**config.mk**
```make
export PLATFORM = sky130hd
export DESIGN_NAME = hash_core_param
export DESIGN_NICKNAME = d
export VERILOG_FILES = /design/src/rtl/hash_pkg.sv /design/src/rtl/aes_sbox_lut.sv /design/src/rtl/hash_core_param.sv
export SDC_FILE = /design/constraint.sdc
export NUM_CORES = 1
export LEC_CHECK = 0
export CELL_PAD_IN_SITES_DETAIL_PLACEMENT = 0
export CELL_PAD_IN_SITES_GLOBAL_PLACEMENT = 1
export CORE_UTILIZATION = 25
export CTS_BUF_LIST = sky130_fd_sc_hd__clkbuf_2 sky130_fd_sc_hd__clkbuf_4 sky130_fd_sc_hd__clkbuf_8
export DETAILED_ROUTE_END_ITERATION = 6
export PLACE_DENSITY = 0.58
export SYNTH_ARGS = -nofsm -noshare
export SYNTH_HDL_FRONTEND = slang
export SYNTH_SLANG_ARGS = --single-unit
```
**constraint.sdc**
```tcl
create_clock -name clk -period 5.8 [get_ports clk]
set_input_delay 0.87 -clock clk [delete_from_list [all_inputs] [get_ports clk]]
set_output_delay 0.87 -clock clk [all_outputs]
set_load 0.05 [all_outputs]
```
**src/rtl/hash_pkg.sv**
```systemverilog
// hash_pkg: shared types and helpers for the parametrised byte hash core.
//   hash_state_e - controller state encoding
//   SBOX_TABLE   - AES forward S-box
//   sbox()       - table lookup
//   rotl8()      - 8-bit rotate-left by 0..7
//   LEN_BYTES    - number of big-endian length bytes absorbed at finalisation
package hash_pkg;

    typedef enum logic [2:0] {
        ST_IDLE   = 3'd0,
        ST_INIT   = 3'd1,
        ST_ABSORB = 3'd2,
        ST_ROUND  = 3'd3,
        ST_FINAL  = 3'd4,
        ST_DONE   = 3'd5
    } hash_state_e;

    localparam int LEN_BYTES = 8;

    localparam logic [7:0] SBOX_TABLE [256] = '{
        8'h63, 8'h7c, 8'h77, 8'h7b, 8'hf2, 8'h6b, 8'h6f, 8'hc5, 8'h30, 8'h01, 8'h67, 8'h2b, 8'hfe, 8'hd7, 8'hab, 8'h76,
        8'hca, 8'h82, 8'hc9, 8'h7d, 8'hfa, 8'h59, 8'h47, 8'hf0, 8'had, 8'hd4, 8'ha2, 8'haf, 8'h9c, 8'ha4, 8'h72, 8'hc0,
        8'hb7, 8'hfd, 8'h93, 8'h26, 8'h36, 8'h3f, 8'hf7, 8'hcc, 8'h34, 8'ha5, 8'he5, 8'hf1, 8'h71, 8'hd8, 8'h31, 8'h15,
        8'h04, 8'hc7, 8'h23, 8'hc3, 8'h18, 8'h96, 8'h05, 8'h9a, 8'h07, 8'h12, 8'h80, 8'he2, 8'heb, 8'h27, 8'hb2, 8'h75,
        8'h09, 8'h83, 8'h2c, 8'h1a, 8'h1b, 8'h6e, 8'h5a, 8'ha0, 8'h52, 8'h3b, 8'hd6, 8'hb3, 8'h29, 8'he3, 8'h2f, 8'h84,
        8'h53, 8'hd1, 8'h00, 8'hed, 8'h20, 8'hfc, 8'hb1, 8'h5b, 8'h6a, 8'hcb, 8'hbe, 8'h39, 8'h4a, 8'h4c, 8'h58, 8'hcf,
        8'hd0, 8'hef, 8'haa, 8'hfb, 8'h43, 8'h4d, 8'h33, 8'h85, 8'h45, 8'hf9, 8'h02, 8'h7f, 8'h50, 8'h3c, 8'h9f, 8'ha8,
        8'h51, 8'ha3, 8'h40, 8'h8f, 8'h92, 8'h9d, 8'h38, 8'hf5, 8'hbc, 8'hb6, 8'hda, 8'h21, 8'h10, 8'hff, 8'hf3, 8'hd2,
        8'hcd, 8'h0c, 8'h13, 8'hec, 8'h5f, 8'h97, 8'h44, 8'h17, 8'hc4, 8'ha7, 8'h7e, 8'h3d, 8'h64, 8'h5d, 8'h19, 8'h73,
        8'h60, 8'h81, 8'h4f, 8'hdc, 8'h22, 8'h2a, 8'h90, 8'h88, 8'h46, 8'hee, 8'hb8, 8'h14, 8'hde, 8'h5e, 8'h0b, 8'hdb,
        8'he0, 8'h32, 8'h3a, 8'h0a, 8'h49, 8'h06, 8'h24, 8'h5c, 8'hc2, 8'hd3, 8'hac, 8'h62, 8'h91, 8'h95, 8'he4, 8'h79,
        8'he7, 8'hc8, 8'h37, 8'h6d, 8'h8d, 8'hd5, 8'h4e, 8'ha9, 8'h6c, 8'h56, 8'hf4, 8'hea, 8'h65, 8'h7a, 8'hae, 8'h08,
        8'hba, 8'h78, 8'h25, 8'h2e, 8'h1c, 8'ha6, 8'hb4, 8'hc6, 8'he8, 8'hdd, 8'h74, 8'h1f, 8'h4b, 8'hbd, 8'h8b, 8'h8a,
        8'h70, 8'h3e, 8'hb5, 8'h66, 8'h48, 8'h03, 8'hf6, 8'h0e, 8'h61, 8'h35, 8'h57, 8'hb9, 8'h86, 8'hc1, 8'h1d, 8'h9e,
        8'he1, 8'hf8, 8'h98, 8'h11, 8'h69, 8'hd9, 8'h8e, 8'h94, 8'h9b, 8'h1e, 8'h87, 8'he9, 8'hce, 8'h55, 8'h28, 8'hdf,
        8'h8c, 8'ha1, 8'h89, 8'h0d, 8'hbf, 8'he6, 8'h42, 8'h68, 8'h41, 8'h99, 8'h2d, 8'h0f, 8'hb0, 8'h54, 8'hbb, 8'h16
    };

    function automatic logic [7:0] sbox(input logic [7:0] x);
        return SBOX_TABLE[x];
    endfunction

    // Rotate via a doubled byte so a zero shift needs no special case.
    function automatic logic [7:0] rotl8(input logic [7:0] b, input logic [2:0] s);
        logic [15:0] t;
        t = {b, b} << s;
        return t[15:8];
    endfunction

endpackage

```
**src/rtl/aes_sbox_lut.sv**
```systemverilog
// aes_sbox_lut: 8-bit combinational AES forward S-box.
//   x_i  in  8  S-box input
//   y_o  out 8  S-box output
module aes_sbox_lut
    import hash_pkg::*;
(
    input  logic [7:0] x_i,
    output logic [7:0] y_o
);

    assign y_o = sbox(x_i);

endmodule

```
**src/rtl/hash_core_param.sv**
```systemverilog
// hash_core_param: parametrised byte-stream hash.
// Absorbs bytes over a valid/ready handshake; each byte drives one S-box round
// of DIGEST_BYTES sequential state updates. Finalises with the 64-bit
// big-endian byte count and holds the digest until acknowledged.
//   clk, reset_n       clock, async active-low reset
//   start_i            begin/restart a message (any state)
//   in_valid_i/in_data_i/in_last_i  byte stream, in_ready_o high in ABSORB
//   finish_i           end message without a byte (ABSORB, in_valid_i=0)
//   busy_o             INIT/ROUND/FINAL
//   digest_o           H[k] in [8k+7:8k], zero unless digest_valid_o
//   digest_valid_o     DONE; digest_ack_i returns to IDLE
module hash_core_param
    import hash_pkg::*;
#(
    parameter int         DIGEST_BYTES = 8,
    parameter logic [7:0] IV_BYTE      = 8'h00
) (
    input  logic                      clk,
    input  logic                      reset_n,
    input  logic                      start_i,
    input  logic                      in_valid_i,
    input  logic [7:0]                in_data_i,
    input  logic                      in_last_i,
    input  logic                      finish_i,
    output logic                      in_ready_o,
    output logic                      busy_o,
    output logic [8*DIGEST_BYTES-1:0] digest_o,
    output logic                      digest_valid_o,
    input  logic                      digest_ack_i
);

    localparam int             SW        = (DIGEST_BYTES > 1) ? $clog2(DIGEST_BYTES) : 1;
    localparam logic [SW-1:0]  LAST_STEP = SW'(DIGEST_BYTES - 1);
    localparam logic [2:0]     LAST_K    = 3'(LEN_BYTES - 1);

    hash_state_e                   state_q, state_d;
    logic [DIGEST_BYTES-1:0][7:0]  h_q, h_d;
    logic [63:0]                   len_q, len_d;
    logic [7:0]                    b_q, b_d;
    logic                          last_q, last_d;
    logic [SW-1:0]                 step_q, step_d;
    logic [2:0]                    k_q, k_d;

    logic                          step_last;
    logic [SW-1:0]                 nbr_idx;
    logic [7:0]                    len_byte;
    logic [7:0]                    msg_byte;
    logic [2:0]                    rot_amt;
    logic [7:0]                    sbox_in, sbox_out;

    // Shared round datapath. The neighbour index wraps so the final step
    // reads the H[0] already rewritten by step 0 of the same round.
    assign step_last = (step_q == LAST_STEP);
    assign nbr_idx   = step_last ? '0 : step_q + 1'b1;
    // len is frozen throughout FINAL, so it doubles as the count snapshot.
    assign len_byte  = len_q[{LAST_K - k_q, 3'b000} +: 8];
    assign msg_byte  = (state_q == ST_FINAL) ? len_byte : b_q;
    assign rot_amt   = 3'(step_q);
    assign sbox_in   = h_q[nbr_idx] ^ rotl8(msg_byte, rot_amt);

    aes_sbox_lut u_sbox (
        .x_i (sbox_in),
        .y_o (sbox_out)
    );

    always_ff @(posedge clk or negedge reset_n) begin
        if (!reset_n) begin
            state_q <= ST_IDLE;
            h_q     <= '0;
            len_q   <= '0;
            b_q     <= '0;
            last_q  <= 1'b0;
            step_q  <= '0;
            k_q     <= '0;
        end else begin
            state_q <= state_d;
            h_q     <= h_d;
            len_q   <= len_d;
            b_q     <= b_d;
            last_q  <= last_d;
            step_q  <= step_d;
            k_q     <= k_d;
        end
    end

    always_comb begin
        state_d = state_q;
        h_d     = h_q;
        len_d   = len_q;
        b_d     = b_q;
        last_d  = last_q;
        step_d  = step_q;
        k_d     = k_q;

        case (state_q)
            ST_IDLE: state_d = ST_IDLE;
            ST_INIT: begin
                h_d     = {DIGEST_BYTES{IV_BYTE}};
                len_d   = '0;
                step_d  = '0;
                k_d     = '0;
                state_d = ST_ABSORB;
            end
            ST_ABSORB: begin
                // A byte takes precedence over a simultaneous finish.
                if (in_valid_i) begin
                    b_d     = in_data_i;
                    last_d  = in_last_i;
                    len_d   = len_q + 64'd1;
                    step_d  = '0;
                    state_d = ST_ROUND;
                end else if (finish_i) begin
                    step_d  = '0;
                    k_d     = '0;
                    state_d = ST_FINAL;
                end
            end
            ST_ROUND: begin
                h_d[step_q] = sbox_out;
                step_d      = nbr_idx;
                if (step_last) begin
                    k_d     = '0;
                    state_d = last_q ? ST_FINAL : ST_ABSORB;
                end
            end
            ST_FINAL: begin
                h_d[step_q] = sbox_out;
                step_d      = nbr_idx;
                if (step_last) begin
                    k_d = k_q + 3'd1;
                    if (k_q == LAST_K) state_d = ST_DONE;
                end
            end
            ST_DONE: begin
                if (digest_ack_i) state_d = ST_IDLE;
            end
            default: state_d = ST_IDLE;
        endcase

        // Restart wins everywhere; INIT reloads all message state, so any
        // half-finished round is simply dropped.
        if (start_i) state_d = ST_INIT;
    end

    // Outputs decode registered state only.
    assign in_ready_o     = (state_q == ST_ABSORB);
    assign busy_o         = (state_q == ST_INIT) || (state_q == ST_ROUND) || (state_q == ST_FINAL);
    assign digest_valid_o = (state_q == ST_DONE);
    assign digest_o       = (state_q == ST_DONE) ? h_q : '0;

endmodule

```
Word level (Yosys, flattened, before mapping)
Memory sizes are Yosys's and may differ from the RTL's.
Index checks and enable logic that the tools add are counted.
{ "word_totals": {"ff_bits": 146, "rom_bits": 2048, "mem_count": 1} }
{ "classes": {"n_addsub": 4, "magnitude_cmp": 4, "eq_ne": 18, "n_shift": 2, "muxes": 29, "bitwise": 2, "reduce_logical": 13} }
{ "mem_list": {"columns": ["memory", "words", "width", "read_ports", "rd_ports_with_merged_regs", "write_ports", "line", "source"], "rows": [
  ["(name not given)", 256, 8, 1, 0, 0, "hash_pkg.sv:40", "return SBOX_TABLE[x];"]
]} }
{ "ops": {"columns": ["operator", "count"], "rows": [
  ["one-hot mux 64 bit (2 select lines)", 2],
  ["2-to-1 mux 64 bit", 2],
  ["adder 64 x 1 -> 64 bit, second input constant", 1],
  ["bitwise mux 64 bit", 1],
  ["variable part select 64 x 7 -> 8 bit", 1],
  ["2-to-1 mux 3 bit", 14],
  ["2-to-1 mux 8 bit", 5],
  ["binary-select mux 8 bit (select 3 bit)", 1],
  ["demux 8 bit (select 3 bit)", 1],
  ["<< shifter 16 x 3 -> 16 bit", 1],
  ["one-hot mux 3 bit (5 select lines)", 1],
  ["equality test 3 bit, second input constant", 4],
  ["one-hot mux 3 bit (4 select lines)", 1],
  ["!= test 2 bit, second input constant", 5],
  ["AND reduction 5 bit", 2],
  [">= comparator 9 bit, second input constant", 1],
  ["!= test 3 bit, second input constant", 3],
  ["NOT 8 -> 9 bit", 1],
  ["one-hot mux 3 bit (3 select lines)", 1],
  ["< comparator 3 x 4 -> 1 bit, second input constant", 2],
  ["XOR 8 bit", 1],
  ["adder 3 x 1 -> 3 bit, second input constant", 2],
  ["equality test 3 x 2 -> 1 bit, second input constant", 2],
  ["!= test 3 x 2 -> 1 bit, second input constant", 2],
  ["11 further kinds", 15]
]} }

Longest topological paths before layout
Gate-level depths: netlist (run 1).
{ "logic_depth": {"depth_word": 11, "depth_mapped": 21, "ltp_nobuf": 17} }

Cells and area by module
From an unflattened synthesis (run 1), not the netlist that was laid out.
{ "unflattened": {"hier_cells": 1537, "area_unflattened_um2": 12139.1} }
{ "modules_own_cells": {"columns": ["mod", "n_inst", "cells_each", "area_each_um2"], "rows": [
  ["hash_core_param", 1, 1007, 8803.4],
  ["aes_sbox_lut", 1, 530, 3335.7]
]} }

Least setup slack after synthesis (run 1)
No wires, ideal clock.
{ "synth_path": {"path_kind": "register to register", "start": "register state_q[2]", "end": "register h_q[17] in the netlist's numbering", "setup_ns": 0.136, "arrival_ns": 4.793, "required_ns": 5.664, "slack_ns": 0.871, "path_stages_with_launch": 20, "n_path_buf": 4, "period_less_slack_ns": 4.929, "cell_sequence": "dfrtp_1 > or3b_1 > buf_2 > and2_1 > a31oi_2 > a22oi_1 > mux4_2 > xnor2_1 > clkbuf_1 > buf_2 > ha_1 > clkbuf_1 > inv_1 > and2_1 > mux2i_1 > and3_1 > o31ai_1 > or3_1 > a32oi_2 > o21ai_0"} }
{ "synth_via": {"elab_chain_len": 10, "word_cells_on_any_way": 14, "cone_classes": "eq/ne: 3; shift: 1; mux: 5; bitwise: 2; reduce/logical: 2; memory: 1"} }
{ "synth_rtl": {"columns": ["element", "line", "source"], "rows": [
  ["start: declaration", "hash_core_param.sv:36", "hash_state_e state_q, state_d;"],
  ["start signal: assignment", "hash_core_param.sv:76", "state_q <= state_d;"],
  ["equality test 3 bit", "hash_core_param.sv:57, hash_core_param.sv:95", null],
  ["2-to-1 mux 8 bit", "hash_core_param.sv:57", "assign msg_byte = (state_q == ST_FINAL) ? len_byte : b_q;"],
  ["<< shifter 16 x 3 -> 16 bit", "hash_pkg.sv:46", "t = {b, b} << s;"],
  ["XOR 8 bit", "hash_core_param.sv:59", "assign sbox_in = h_q[nbr_idx] ^ rotl8(msg_byte, rot_amt);"],
  ["NOT 8 -> 9 bit (not written as such)", "hash_pkg.sv:40", null],
  ["memory read (256 x 8 bit)", null, null],
  ["2-to-1 mux 8 bit (not written as such) (2 in series)", "hash_pkg.sv:40", null],
  ["bitwise mux 64 bit", "hash_core_param.sv:119, hash_core_param.sv:127", null],
  ["one-hot mux 64 bit (2 select lines)", "hash_core_param.sv:95", "case (state_q)"],
  ["end signal: assignment", "hash_core_param.sv:69", "h_q <= '0;"],
  ["end signal: assignment", "hash_core_param.sv:77", "h_q <= h_d;"],
  ["end: declaration", "hash_core_param.sv:37", "logic [DIGEST_BYTES-1:0][7:0] h_q, h_d;"]
]} }
Parallel ways exist; a longest one is shown, timed or not. The select of a mux whose other input is x is not followed.
A chain may end at the register's enable or synchronous reset.

Worst setup path after layout (run 1)
{ "layout_path": {"start": "register step_q[0] (netlist: rot_amt[0])", "end": "register h_q[45] in the netlist's numbering"} }
{ "layout_via": {"elab_chain_len": 11, "word_cells_on_any_way": 18, "cone_classes": "add/sub: 1; order compare: 2; eq/ne: 1; shift: 1; mux: 9; bitwise: 2; reduce/logical: 1; memory: 1"} }
{ "layout_rtl": {"columns": ["element", "line", "source"], "rows": [
  ["start: declaration", "hash_core_param.sv:41", "logic [SW-1:0] step_q, step_d;"],
  ["start signal: assignment", "hash_core_param.sv:81", "step_q <= step_d;"],
  ["adder 3 x 1 -> 3 bit or equality test 3 bit (tied branches)", "hash_core_param.sv:54, hash_core_param.sv:53", null],
  ["2-to-1 mux 3 bit", "hash_core_param.sv:54", "assign nbr_idx = step_last ? '0 : step_q + 1'b1;"],
  ["binary-select mux 8 bit (select 3 bit)", "hash_core_param.sv:59", null],
  ["2-to-1 mux 8 bit (not written as such)", "hash_core_param.sv:59", null],
  ["XOR 8 bit", "hash_core_param.sv:59", null],
  ["NOT 8 -> 9 bit (not written as such)", "hash_pkg.sv:40", null],
  ["memory read (256 x 8 bit)", null, null],
  ["2-to-1 mux 8 bit (not written as such) (2 in series)", "hash_pkg.sv:40", null],
  ["bitwise mux 64 bit *", "hash_core_param.sv:119, hash_core_param.sv:127", null],
  ["one-hot mux 64 bit (2 select lines) *", "hash_core_param.sv:95", null]
]} }
Mark *: on every way between the ends. The rest lies on a longest branch, timed or not. The select of a mux whose other input is x is not followed.

==> key figures, run 1 <==
Route
  – Final WL: 47900 um
  – Routed WL per cell: 22.7 um
  – Pre-antenna DRT Iters: 6
  – Vias per cell: 5.72
  – DR vias: 12.1k
  – DRC viols: 0
  – Routed Antenna Nets: 0
  – Initial DRC Count: 1392

Synthesis
  – Seq/Total Area, Yosys: 31.1%
  – Syn avg cell area: 8.08 um^2
  – Post-synth EDFFs: 0
  – Yosys reg bits: 146
  – Synth unique cells: 75
  – Ys async rst share: 100%
  – Synthesized net count: 1487
  – Top_reg_cell synth: dfrtp_1
  – YS warnings: 0
  – Cell area after synthesis: 0.0117 mm^2
  – Synth Instances: 1454

Layout
  – Nets: 1525
  – Share of cells above drive strength 1: 10.5%
  – Final Cell Area: 0.0140 mm^2
  – Commonest non-fill, non-tap cell in the layout: nor2_1
  – Most frequent cells in the layout: 154 x nor2_1, 145 x dfrtp_1, 114 x nand2_1
  – # fillers: 5022
  – Area Overhead vs Synth: 18.8%

Clock tree
  – CTS buffer count: 17
  – CTS tree: built
  – Htree depth: 4
  – Post-CTS Hold Buffers: 0
  – Clock Latency Late Sink: 0.50 ns
  – Reg clk slew, reported paths: 0.08 ns
  – CTS root buf: clkbuf_8
  – Max clock buf depth: 2
  – Setup repair bufs after CTS: 0
  – Clk sinks: 146

Setup path
  – Data arrival, critical path: 5.89 ns
  – R2R cell count: 15
  – Kind of critical path: reg -> reg
  – Worst R2R Start: rot_amt[0]
  – Startpoint types: flop
  – Reg2Reg Setup Slack: 0.25 ns
  – Worst-path maximum fanout: 16
  – CP Data Required Time: 6.14 ns
  – Crit end category: flop
  – R2R Path End: h_q[45]

STA
  – Setup TNS: 0 ns
  – Hold Vio Cnt, Final: 0
  – Worst-Margin Slew: 1.04 ns
  – Skew final: 0.00893 ns
  – Headroom to the max-slew limit: 30.2%
  – Post-route minimum period: 5.55 ns
  – Final worst-path cycle share: 95.7%
  – Max Freq: 180 MHz
  – RSZ-0062 raised after global routing: false
  – Fin. max-slew vios: 0
  – Setup violators final: 0

GRT
  – Vias in the first global route: 11.6k
  – Largest net degree at the start of global routing: 88
  – GRT overflow: 0
  – Antenna violations before repair: 0
  – First-pass GRT wire length: 73200 um
  – Total global-route track usage: 20.1%

Floorplan
  – Die width: 219 um
  – Chip Height: 219 um
  – CORE AREA: 0.0465 mm^2
  – Starting Density: 25.3%
  – Die footprint: 0.0479 mm^2
  – Cell Rows: 79
  – # IOs: 82

Place
  – PortBufs: 81
  – Placed Area: 0.0134 mm^2
  – GP Congestion: 1.04
  – DPL Wire Length: 34000 um

Run
  – Maxcap violations: 0

Min path
  – Hold Path Class: in -> async

Outcome
  – Status: finished, final reports clean
-- worst max-delay path by stage --
stage                           from  endpoint  depth (start not counted)
after detailed placement  rot_amt[0]   h_q[53]                         15
after global placement    state_q[0]   h_q[21]                         15
after global routing      rot_amt[0]   h_q[61]                         15
after floorplan           state_q[2]   h_q[17]                         19
final                     rot_amt[0]   h_q[45]                         15
after CTS                 rot_amt[0]   h_q[45]                         15
-- timing repair --
item | CTS | global route
hold endpoints to repair | 0 | 0
setup endpoints to repair | 0 | 30
gates resized for setup | 0 | 3
-- worst max-delay path, stage by stage (launching register included) --
cell and delay [ns]:
dfrtp_1 0.39, ha_1 0.20, ha_1 0.35, inv_1 0.50, buf_4 0.26, mux4_2 0.35
a21oi_1 0.47, xnor2_4 0.21, inv_1 0.21, ha_1 0.49, nand2_1 0.16, a311o_1 0.36
a211oi_1 0.61, o21ai_0 0.19, o211ai_1 0.42, o21ai_0 0.20
-- flip-flops by register name, indices dropped and copies added (netlist names) --
| signal | count |
|---|---|
| h_q | 64 |
| last_q | 1 |
| k_q | 3 |
| rot_amt | 3 |
| b_q | 8 |
| state_q | 3 |
| len_q | 64 |
-- cell usage after synthesis, drive strengths merged (10+ instances only) --
library cell,number,area (um^2)
inv,18,67.6
dfrtp,146,3650
mux2i,53,531
a21oi,80,400
o311ai,11,96.3
o31ai,19,143
and2,79,494
xor2,44,385
nand4,13,81.3
mux4,15,338
clkbuf,91,342
buf,35,180
a21o,10,75.1
or3,18,113
a22oi,26,195
ha,18,225
o21ai,106,534
a221oi,17,149
a32oi,10,103
nand2,115,434
nand3,107,536
a31oi,23,156
a211oi,20,150
o211ai,16,120
nor2,155,582
a221o,14,140
xnor2,19,166
nor3,26,130
and3,24,150
mux2,10,113
-- stage by stage --
stage / std cells / setup WS (ns) / hold slack, ns / utilization [%]
finish: 2112 / 0.250 / 0.439 / 30.0
global route: 2111 / 0.0246 / 0.509 / 30.0
CTS: 2111 / 0.376 / 0.460 / 30.0
detailed placement: 2080 / 0.409 / 0.502 / 28.9
global placement: 2080 / 0.344 / 0.496 / 28.9
floorplan: 1454 / 0.871 / 0.472 / -
-- per-layer routing --
metal / share of wire [%] / wire length [um] / track usage (%) / vias up
met5: 0 / 0 / 0 / -
met4: 4.4 / 2130 / 9.79 / 0
met3: 7.9 / 3770 / 3.63 / 150
met2: 45 / 21400 / 30.6 / 648
met1: 43 / 20700 / 27.0 / 5843
li1: - / - / - / 5449
-- cell type report --
class | instances | area [um^2] | area share [%]
diodes | 1 | 2.50 | 0.0179
clock buffers | 22 | 290 | 2.08
clock inverters | 9 | 201 | 1.44
inverters | 18 | 67.6 | 0.484
multi-input cells | 1164 | 7620 | 54.6
flip-flops and latches | 146 | 3650 | 26.2
well taps | 607 | 759 | 5.44
repair buffers | 145 | 1360 | 9.71
-- cell families after synthesis --
kind of cell | share of synthesized area, %
adders and majority gates | 1.92
xor gates and xnor gates | 4.70
muxes | 8.35
buffers and inverters | 5.02
DFF | 31.1
AOI/OAI and AO/OA | 24.5
and+or+nand+nor | 24.4
Power of run 1 is not shown: default switching activity piles up to over one toggle a cycle in this logic, so the estimate is an artifact.
==> inputs of run 2 (changes only) <==
--- a/config.mk
+++ b/config.mk
@@ -11,6 +11,7 @@
 export CTS_BUF_LIST = sky130_fd_sc_hd__clkbuf_2 sky130_fd_sc_hd__clkbuf_4 sky130_fd_sc_hd__clkbuf_8
 export DETAILED_ROUTE_END_ITERATION = 6
 export PLACE_DENSITY = 0.58
+export SLEW_MARGIN = 20
 export SYNTH_ARGS = -nofsm -noshare
 export SYNTH_HDL_FRONTEND = slang
 export SYNTH_SLANG_ARGS = --single-unit
==> results of run 2 <==
Final layout, timing and power as in run 1 (identical DEF).
Power of run 2 is left out for the same reason.
